## src/rtl/mdio_phy_slave.sv

```systemverilog
// mdio_phy_slave
// Clause-22 MDIO target. MDC and MDIO are oversampled on clk; each rising
// edge of the synchronised MDC advances the frame decoder by one bit.
// Writes land on the host register port (reg_we strobe), reads raise a
// reg_re strobe and the returned word is shifted out on MDIO.
//
// Ports:
//   clk        system clock, at least 4x the MDC frequency
//   rst        asynchronous reset, active-high
//   mdc        management clock from the master
//   mdio_i     MDIO pin input
//   mdio_o     MDIO drive value (idles high)
//   mdio_oe    MDIO output enable, 1 = drive the pin
//   reg_addr   register address of the current frame
//   reg_wdata  write data, valid with reg_we
//   reg_we     one-clk write strobe
//   reg_re     one-clk read-request strobe
//   reg_rdata  read data, sampled the clk after reg_re
//   frame_err  one-clk pulse on a malformed frame
module mdio_phy_slave #(
    parameter logic [4:0] PHY_ADDR     = 5'b10000,
    parameter int         PREAMBLE_MIN = 32,
    parameter int         SYNC_STAGES  = 2
) (
    input  logic        clk,
    input  logic        rst,
    input  logic        mdc,
    input  logic        mdio_i,
    output logic        mdio_o,
    output logic        mdio_oe,
    output logic [4:0]  reg_addr,
    output logic [15:0] reg_wdata,
    output logic        reg_we,
    output logic        reg_re,
    input  logic [15:0] reg_rdata,
    output logic        frame_err
);

    localparam int            PW      = $clog2(PREAMBLE_MIN + 1);
    localparam logic [PW-1:0] PRE_MAX = PW'(PREAMBLE_MIN);
    localparam logic [PW-1:0] PRE_ONE = PW'(1);
    localparam logic [PW-1:0] PRE_ZERO = PW'(0);

    typedef enum logic [3:0] {
        S_IDLE   = 4'd0,
        S_ST2    = 4'd1,
        S_OP1    = 4'd2,
        S_OP2    = 4'd3,
        S_PHYAD  = 4'd4,
        S_REGAD  = 4'd5,
        S_TA_W   = 4'd6,
        S_DATA_W = 4'd7,
        S_TA_R   = 4'd8,
        S_DATA_R = 4'd9
    } state_t;

    logic [SYNC_STAGES-1:0] mdc_sync_r;
    logic [SYNC_STAGES-1:0] mdio_sync_r;
    logic                   mdc_prev_r;
    logic                   bit_edge_s;
    logic                   mdio_bit_s;

    state_t        state_r,   state_s;
    logic [PW-1:0] pre_cnt_r, pre_cnt_s;
    logic [4:0]    bit_cnt_r, bit_cnt_s;
    logic          is_read_r, is_read_s;
    logic [4:0]    phyad_r,   phyad_s;
    logic [4:0]    regad_r,   regad_s;
    logic [15:0]   shift_r,   shift_s;
    logic [4:0]    addr_s;
    logic [15:0]   wdata_s;
    logic          we_s, re_s, err_s, mdo_s, oe_s;

    // Synchronise MDC/MDIO and keep the previous MDC level for edge detection
    always_ff @(posedge clk or posedge rst) begin
        if (rst) begin
            mdc_sync_r  <= {SYNC_STAGES{1'b0}};
            mdio_sync_r <= {SYNC_STAGES{1'b0}};
            mdc_prev_r  <= 1'b0;
        end else begin
            mdc_sync_r  <= {mdc_sync_r[SYNC_STAGES-2:0], mdc};
            mdio_sync_r <= {mdio_sync_r[SYNC_STAGES-2:0], mdio_i};
            mdc_prev_r  <= mdc_sync_r[SYNC_STAGES-1];
        end
    end

    assign bit_edge_s = mdc_sync_r[SYNC_STAGES-1] & ~mdc_prev_r;
    assign mdio_bit_s = mdio_sync_r[SYNC_STAGES-1];

    // Frame decoder state and registered outputs
    always_ff @(posedge clk or posedge rst) begin
        if (rst) begin
            state_r   <= S_IDLE;
            pre_cnt_r <= PRE_ZERO;
            bit_cnt_r <= 5'd0;
            is_read_r <= 1'b0;
            phyad_r   <= 5'd0;
            regad_r   <= 5'd0;
            shift_r   <= 16'h0000;
            reg_addr  <= 5'd0;
            reg_wdata <= 16'h0000;
            reg_we    <= 1'b0;
            reg_re    <= 1'b0;
            frame_err <= 1'b0;
            mdio_o    <= 1'b1;
            mdio_oe   <= 1'b0;
        end else begin
            state_r   <= state_s;
            pre_cnt_r <= pre_cnt_s;
            bit_cnt_r <= bit_cnt_s;
            is_read_r <= is_read_s;
            phyad_r   <= phyad_s;
            regad_r   <= regad_s;
            shift_r   <= shift_s;
            reg_addr  <= addr_s;
            reg_wdata <= wdata_s;
            reg_we    <= we_s;
            reg_re    <= re_s;
            frame_err <= err_s;
            mdio_o    <= mdo_s;
            mdio_oe   <= oe_s;
        end
    end

    // Next-state and output decode, advancing only on MDC bit edges
    always_comb begin
        state_s   = state_r;
        pre_cnt_s = pre_cnt_r;
        bit_cnt_s = bit_cnt_r;
        is_read_s = is_read_r;
        phyad_s   = phyad_r;
        regad_s   = regad_r;
        shift_s   = shift_r;
        addr_s    = reg_addr;
        wdata_s   = reg_wdata;
        we_s      = 1'b0;
        re_s      = 1'b0;
        err_s     = 1'b0;
        mdo_s     = mdio_o;
        oe_s      = mdio_oe;

        // reg_rdata is valid the clk after the read strobe; no bit edge can
        // fall in that cycle because clk runs at least 4x MDC.
        if (reg_re) begin
            shift_s = reg_rdata;
        end else begin
            shift_s = shift_r;
        end

        if (bit_edge_s) begin
            case (state_r)
                S_IDLE: begin
                    if (mdio_bit_s) begin
                        if (pre_cnt_r != PRE_MAX) begin
                            pre_cnt_s = pre_cnt_r + PRE_ONE;
                        end else begin
                            pre_cnt_s = pre_cnt_r;
                        end
                    end else if (pre_cnt_r == PRE_MAX) begin
                        // Counter is cleared on leaving IDLE so every return
                        // path finds it at zero.
                        state_s   = S_ST2;
                        pre_cnt_s = PRE_ZERO;
                    end else begin
                        pre_cnt_s = PRE_ZERO;
                    end
                end
                S_ST2: begin
                    if (mdio_bit_s) begin
                        state_s = S_OP1;
                    end else begin
                        state_s = S_IDLE;
                        err_s   = 1'b1;
                    end
                end
                S_OP1: begin
                    is_read_s = mdio_bit_s;
                    state_s   = S_OP2;
                end
                S_OP2: begin
                    // Valid opcodes are 01 and 10: the two bits must differ
                    if (mdio_bit_s != is_read_r) begin
                        state_s   = S_PHYAD;
                        bit_cnt_s = 5'd0;
                    end else begin
                        state_s = S_IDLE;
                        err_s   = 1'b1;
                    end
                end
                S_PHYAD: begin
                    phyad_s = {phyad_r[3:0], mdio_bit_s};
                    if (bit_cnt_r == 5'd4) begin
                        state_s   = S_REGAD;
                        bit_cnt_s = 5'd0;
                    end else begin
                        bit_cnt_s = bit_cnt_r + 5'd1;
                    end
                end
                S_REGAD: begin
                    regad_s = {regad_r[3:0], mdio_bit_s};
                    if (bit_cnt_r == 5'd4) begin
                        bit_cnt_s = 5'd0;
                        if (phyad_r == PHY_ADDR) begin
                            addr_s = {regad_r[3:0], mdio_bit_s};
                            if (is_read_r) begin
                                re_s    = 1'b1;
                                state_s = S_TA_R;
                            end else begin
                                state_s = S_TA_W;
                            end
                        end else begin
                            state_s = S_IDLE;
                        end
                    end else begin
                        bit_cnt_s = bit_cnt_r + 5'd1;
                    end
                end
                S_TA_W: begin
                    // First TA bit is parked in shift_r[0] and checked with the second
                    shift_s = {shift_r[14:0], mdio_bit_s};
                    if (bit_cnt_r == 5'd0) begin
                        bit_cnt_s = 5'd1;
                    end else if (shift_r[0] && !mdio_bit_s) begin
                        state_s   = S_DATA_W;
                        bit_cnt_s = 5'd0;
                    end else begin
                        state_s = S_IDLE;
                        err_s   = 1'b1;
                    end
                end
                S_DATA_W: begin
                    shift_s = {shift_r[14:0], mdio_bit_s};
                    if (bit_cnt_r == 5'd15) begin
                        wdata_s = {shift_r[14:0], mdio_bit_s};
                        we_s    = 1'b1;
                        state_s = S_IDLE;
                    end else begin
                        bit_cnt_s = bit_cnt_r + 5'd1;
                    end
                end
                S_TA_R: begin
                    if (bit_cnt_r == 5'd0) begin
                        oe_s      = 1'b1;
                        mdo_s     = 1'b0;
                        bit_cnt_s = 5'd1;
                    end else begin
                        mdo_s     = shift_r[15];
                        shift_s   = {shift_r[14:0], 1'b0};
                        bit_cnt_s = 5'd0;
                        state_s   = S_DATA_R;
                    end
                end
                S_DATA_R: begin
                    // Edges 1..15 present rdata[14:0]; edge 16 is where the
                    // master samples rdata[0], after which the pin is released.
                    if (bit_cnt_r == 5'd15) begin
                        oe_s    = 1'b0;
                        mdo_s   = 1'b1;
                        state_s = S_IDLE;
                    end else begin
                        mdo_s     = shift_r[15];
                        shift_s   = {shift_r[14:0], 1'b0};
                        bit_cnt_s = bit_cnt_r + 5'd1;
                    end
                end
                default: begin
                    state_s   = S_IDLE;
                    pre_cnt_s = PRE_ZERO;
                    oe_s      = 1'b0;
                    mdo_s     = 1'b1;
                end
            endcase
        end else begin
            state_s = state_r;
        end
    end

endmodule

```

## config.mk

```make
export PLATFORM = sky130hd
export DESIGN_NAME = mdio_phy_slave
export DESIGN_NICKNAME = d
export VERILOG_FILES = /design/src/rtl/mdio_phy_slave.sv
export SDC_FILE = /design/constraint.sdc
export NUM_CORES = 1
export LEC_CHECK = 0
export BUFFER_PORTS_ARGS = -buffer_cell sky130_fd_sc_hd__buf_2
export CAP_MARGIN = 20
export CORE_UTILIZATION = 47
export CTS_CLUSTER_DIAMETER = 40
export CTS_CLUSTER_SIZE = 16
export DETAILED_ROUTE_END_ITERATION = 8
export PLACE_DENSITY = 0.64
export SKIP_LAST_GASP = 1
export SLEW_MARGIN = 5
export SYNTH_ARGS = -nofsm -noshare
export SYNTH_HDL_FRONTEND = slang
export SYNTH_SLANG_ARGS = --single-unit
```

## constraint.sdc

```tcl
create_clock -name clk -period 4.9 [get_ports clk]
set_clock_uncertainty 0.15 [all_clocks]
set_input_delay 0.49 -clock clk [delete_from_list [all_inputs] [get_ports clk]]
set_output_delay 0.49 -clock clk [all_outputs]
set_load 0.05 [all_outputs]
```

# Word level (Yosys, flattened, before mapping)

Index checks and enable logic that the tools add are counted.

Add/subtract/negate cells: 2
Eq/ne operators: 28
Multiplexer cells: 48
Bitwise gates (word level): 4
Reduce and logical (&&, ||, !) cells: 20

Operators with widths:

| cell                | count |
|---|---|
| $mux 16             | 4 |
| $pmux 16 s3         | 1 |
| $mux 4              | 9 |
| $pmux 4 s9          | 1 |
| $mux 5              | 5 |
| $pmux 5 s5          | 1 |
| $ne 2x2->1 const B  | 10 |
| $mux 1              | 18 |
| $eq 4x3->1 const B  | 4 |
| $mux 6              | 2 |
| $pmux 6 s2          | 1 |
| $pmux 1 s3          | 3 |
| $reduce_or 9->1     | 1 |
| $eq 4x2->1 const B  | 2 |
| $eq 4x4->1 const B  | 2 |
| $reduce_and 2->1    | 4 |
| $reduce_and 4->1    | 2 |
| $reduce_and 8->1    | 1 |
| $reduce_or 8->1     | 1 |
| $add 6x1->6 const B | 1 |
| $eq 6x6->1 const B  | 1 |
| $mux 3              | 2 |
| $ne 3x3->1 const B  | 2 |
| $ne 6x6->1 const B  | 1 |
| other kinds (18)    | 23 |

Register bits: 72
Input port bits: 20
Output and inout port bits: 26

# Depth between registers and ports, before layout

Depth in word-level cells: 6
Mapped depth: 8
Depth with buffers taken out: 7

# Worst setup path before layout

OpenSTA, ideal clock, no wires.

Path type: register to register
Start point: reg bit_cnt_r[0]
End point: reg shift_r[10]
Library setup time: 125 ps
Data arrival time: 1907 ps
Required time: 4625 ps
Setup slack: 2718 ps
Cell stages (with the launch flop): 9
Clock period less this slack: 2182 ps
Path through: dfrtp_1 ha_1 and3_1 ha_1 nand2_1 a31oi_4 nor2_4 buf_6 mux2_4

Cells in the longest elaborated chain, start to end: 4
Elaborated cells on any way between the ends: 6
Classes of those cells: eq/ne: 1; mux: 4; reduce/logical: 1

Ends and longest elaborated chain:

| item                                                 | RTL line | source |
|---|---|---|
| from (decl)                                          | 65       | `logic [4:0] bit_cnt_r, bit_cnt_s;` |
| from (signal assigned)                               | 110      | `bit_cnt_r <= bit_cnt_s;` |
| $eq 5x4->1 / $logic_not 5->1 (equally long branches) | 256, 242 |  |
| $mux 16, on equally long branches                    | 256, 242 |  |
| $pmux 16 s3 *                                        | 151      | `case (state_r)` |
| $mux 16 *                                            | 150      | `if (bit_edge_s) begin` |
| net shift_s[10]                                      | 69       | `logic [15:0] shift_r, shift_s;` |
| to (signal assigned)                                 | 114      | `shift_r <= shift_s;` |
| to (decl)                                            | 69       |  |

The timed path passes the listed nets; every way through them passes the cells marked *.
A chain may end at the register's enable or synchronous reset.

# Worst setup path after layout

Start point: reg state_r[0]
End point: reg reg_wdata[12]

Cells in the longest elaborated chain, start to end: 2

Ends and longest elaborated chain:

| item                              | RTL line | source |
|---|---|---|
| from (decl)                       | 63       | `state_t state_r, state_s;` |
| from (signal assigned)            | 108      | `state_r <= state_s;` |
| $eq 4x3->1                        | 151      |  |
| $reduce_and 3->1 (no source line) | n/a      |  |
| to (signal assigned)              | 116      | `reg_wdata <= wdata_s;` |
| to (decl)                         | 32       | `output logic [15:0] reg_wdata,` |

No other way between the ends.

==> reports/summary.txt <==
RR Endpoint: reg_wdata[12]
Post-synth ARST share: 100.0%
WP data arrival: 2.62 ns
Share of the synthesized area in the top cell type: 49.29%
CTS Hold Buffers Added: 0
Initial antenna violation count: 0
First-pass GRT wire length: 10840 µm
Detailed Routing Iterations Pass 1: 4
CTS tree: yes
Layout Area Growth over Synthesis: 12.70%
Rows: 31
Share of layout cells above drive strength 1: 36.95%
Root buf cell: clkbuf_8
Initial DRC count: 139
Post-route clock period utilization: 51.98%
Worst R2R Setup Slack: 2.35 ns
# IOs: 46
Most used DFF post-synth: dfrtp_1
Setup TNS: 0 ns
Met3 usage: 3.656%
Critical Path Slowest Stage Cell: nor3_4
Most common cell after layout, fill and taps aside: dfrtp_1
Most frequent cells in the layout: 71 x dfrtp_1, 45 x buf_2, 37 x mux2_2
CP Max Fanout: 17
Final Hold Viols: 0
Die area: 8024 µm²
CTS sink cnt: 72
Synth unique cells: 54
Relative slew slack: 40.01%
Total gr overflow: 0
Critical path buffer and inverter count: 0
Number of synthesized register bits: 72
Critical path class: reg2reg
Seq. cell area: 1803 µm²
Drt wl/cell: 15.25 µm
Vias: 2428
Vias/cell: 5.518
Tot GR Track Use: 17.96%
Synth warn: 0
CP Depth: 4
CP Data Required Time: 4.97 ns
Max Fclk: 392.6 MHz
Clock Latency Late Sink: 0.34 ns
Post-synth EDFFs: 0
Clock-pin slew on the worst setup and hold paths: 0.08 ns
Cts bufs inserted: 9
Synth top area cells: dfrtp_1 49%, mux2_2 12%, mux2_1 5.0%, mux2_4 5.0%, o21ai_0 1.8%
Pre-CTS setup slack: 2.365 ns
Final critical-path required period: 2.547 ns
Status: complete, no violations
Die Wd: 89.58 µm
Drt drc: 0
Reg2reg start: state_r[0]
Placeable Area: 7331 µm²
Setup ws final: 2.353 ns
Met1 Track Usage GR: 25.06%
Tightest Hold Check Type: in2async
Area of the multi-input gates: 1660 µm²
Fraction of the yosys area taken by sequential cells: 50.02%
Met2 Use GR: 27.41%
Max cap viols: 0
Gpl congestion: 0.7893
Die Y: 89.58 µm
Synthesized area: 3605 µm²
H-tree levels: 3
PostCTS Resize Cnt: 0
ANT nets after route: 0
Gr busiest metal: met2
CP delay by family, top: simple AND/OR/NAND/NOR gates
PD cells: 271.9 nW/µm²
Synthesized instance count: 294
CP Capture Type: flop
Final #Nets: 361
Initial Util: 49.17%
Post-synth top area cell: dfrtp_1
Largest net degree at the start of global routing: 41
Crit path largest cell delay: 0.70 ns
ANT cells: 0
# setup viols final: 0
Post-CTS setup buffer count: 0
Worst setup startpoint: state_r[0]
Input/output buffers: 45
Pleak: 1.976 nW
RSZ-0062 raised after global routing: false
Worst-case reg-to-reg path depth: 4
Worst IR drop on VDD: 0.1911 mV
Fill cell count: 631
Syn nets: 319
Slew Viols, Final: 0
CP Cell Sequence: nor2b_1 > nand2_1 > nor3_4 > mux2_2
Critical Path Sink: reg_wdata[12]
Vias in the first global route: 2256
Worst slew pin tran: 0.8970 ns
Post-DP HPWL: 4616 µm
Total wire length: 6709 µm
Startpoint Class: flop
Clock tree buffer depth: 2
Syn Area/Cell: 12.26 µm²
[synth_stat cells, drive strengths merged (5+ instances only)]
cell type	instances
mux2	65
o21ai	15
inv	13
nand3	10
clkbuf	8
buf	7
nor2b	5
nand2	16
o22ai	6
dfrtp	71
ha	5
nor2	13
a31oi	5
nand2b	7
[stage by stage]
step / power (mW) / util [%] / area [µm²] / hold slack [ns] / cells
floorplan: 0.6394 / - / 3605 / 0.1812 / 294
global placement: 0.6550 / 52.77 / 3869 / 0.1817 / 424
detailed placement: 0.6557 / 52.77 / 3869 / 0.1862 / 424
CTS: 1.120 / 55.42 / 4063 / 0.09360 / 440
global route: 1.153 / 55.42 / 4063 / 0.08863 / 440
finish: 1.105 / 55.42 / 4063 / 0.08913 / 440
[cell families (layout without fill, tap and decap cells)]
group	after synthesis	in the layout	synth area share, %
xor gates and xnor gates	1	1	0.2430
DFF	72	72	50.02
AOI/OAI and AO/OA	47	47	9.267
muxes	67	67	22.11
buffers and inverters	28	75	3.922
adders and majority gates	5	5	1.736
and+or+nand+nor	74	74	12.70
[metal layers]
layer	up-vias	routed length, µm
met5	-	0
met4	0	59
met3	4	266
met2	70	3258
met1	1207	3125
li1	1147	-
[where the power goes]
| part | total, mW | switching, mW | internal, mW |
|---|---|---|---|
| Combinational | 0.0366 | 0.0237 | 0.0129 |
| Clock | 0.462 | 0.227 | 0.235 |
| Sequential | 0.606 | 0.00667 | 0.600 |
| Total | 1.10 | 0.257 | 0.848 |
[worst min-delay path by stage]
stage                    from        endpoint  slack [ns]  cells past startpoint
5_1_grt                mdio_i  mdio_sync_r[0]        0.09                      1
2_1_floorplan   mdc_sync_r[0]   mdc_sync_r[1]        0.18                      0
3_5_place_dp   mdio_sync_r[0]  mdio_sync_r[1]        0.19                      0
4_1_cts                mdio_i  mdio_sync_r[0]        0.09                      1
6_report                  rst    reg_wdata[3]        0.09                      2
3_3_place_gp   mdio_sync_r[0]  mdio_sync_r[1]        0.18                      0
[flip-flops by register name, summed over array words and instances (netlist names), 2 cells and up]
register	count
bit_cnt_r	5
reg_wdata	16
state_r	4
shift_r	16
mdc_sync_r	2
phyad_r	5
reg_addr	5
regad_r	4
mdio_sync_r	2
pre_cnt_r	6
[layout make-up]
type	count	share of cell area, %
Sequential cell	72	44.38
Multi-Input combinational cell	194	40.87
Timing Repair Buffer	46	5.728
Clock buffer	9	3.049
Tap cell	99	3.049
Clock inverter	7	1.725
Inverter	13	1.201
[worst register-to-register path: stages (launching register included)]
cell	delay [ns]
dfrtp_1	0.67
nor2b_1	0.35
nand2_1	0.15
nor3_4	0.70
mux2_2	0.42
(Power assumes the default switching activity.)
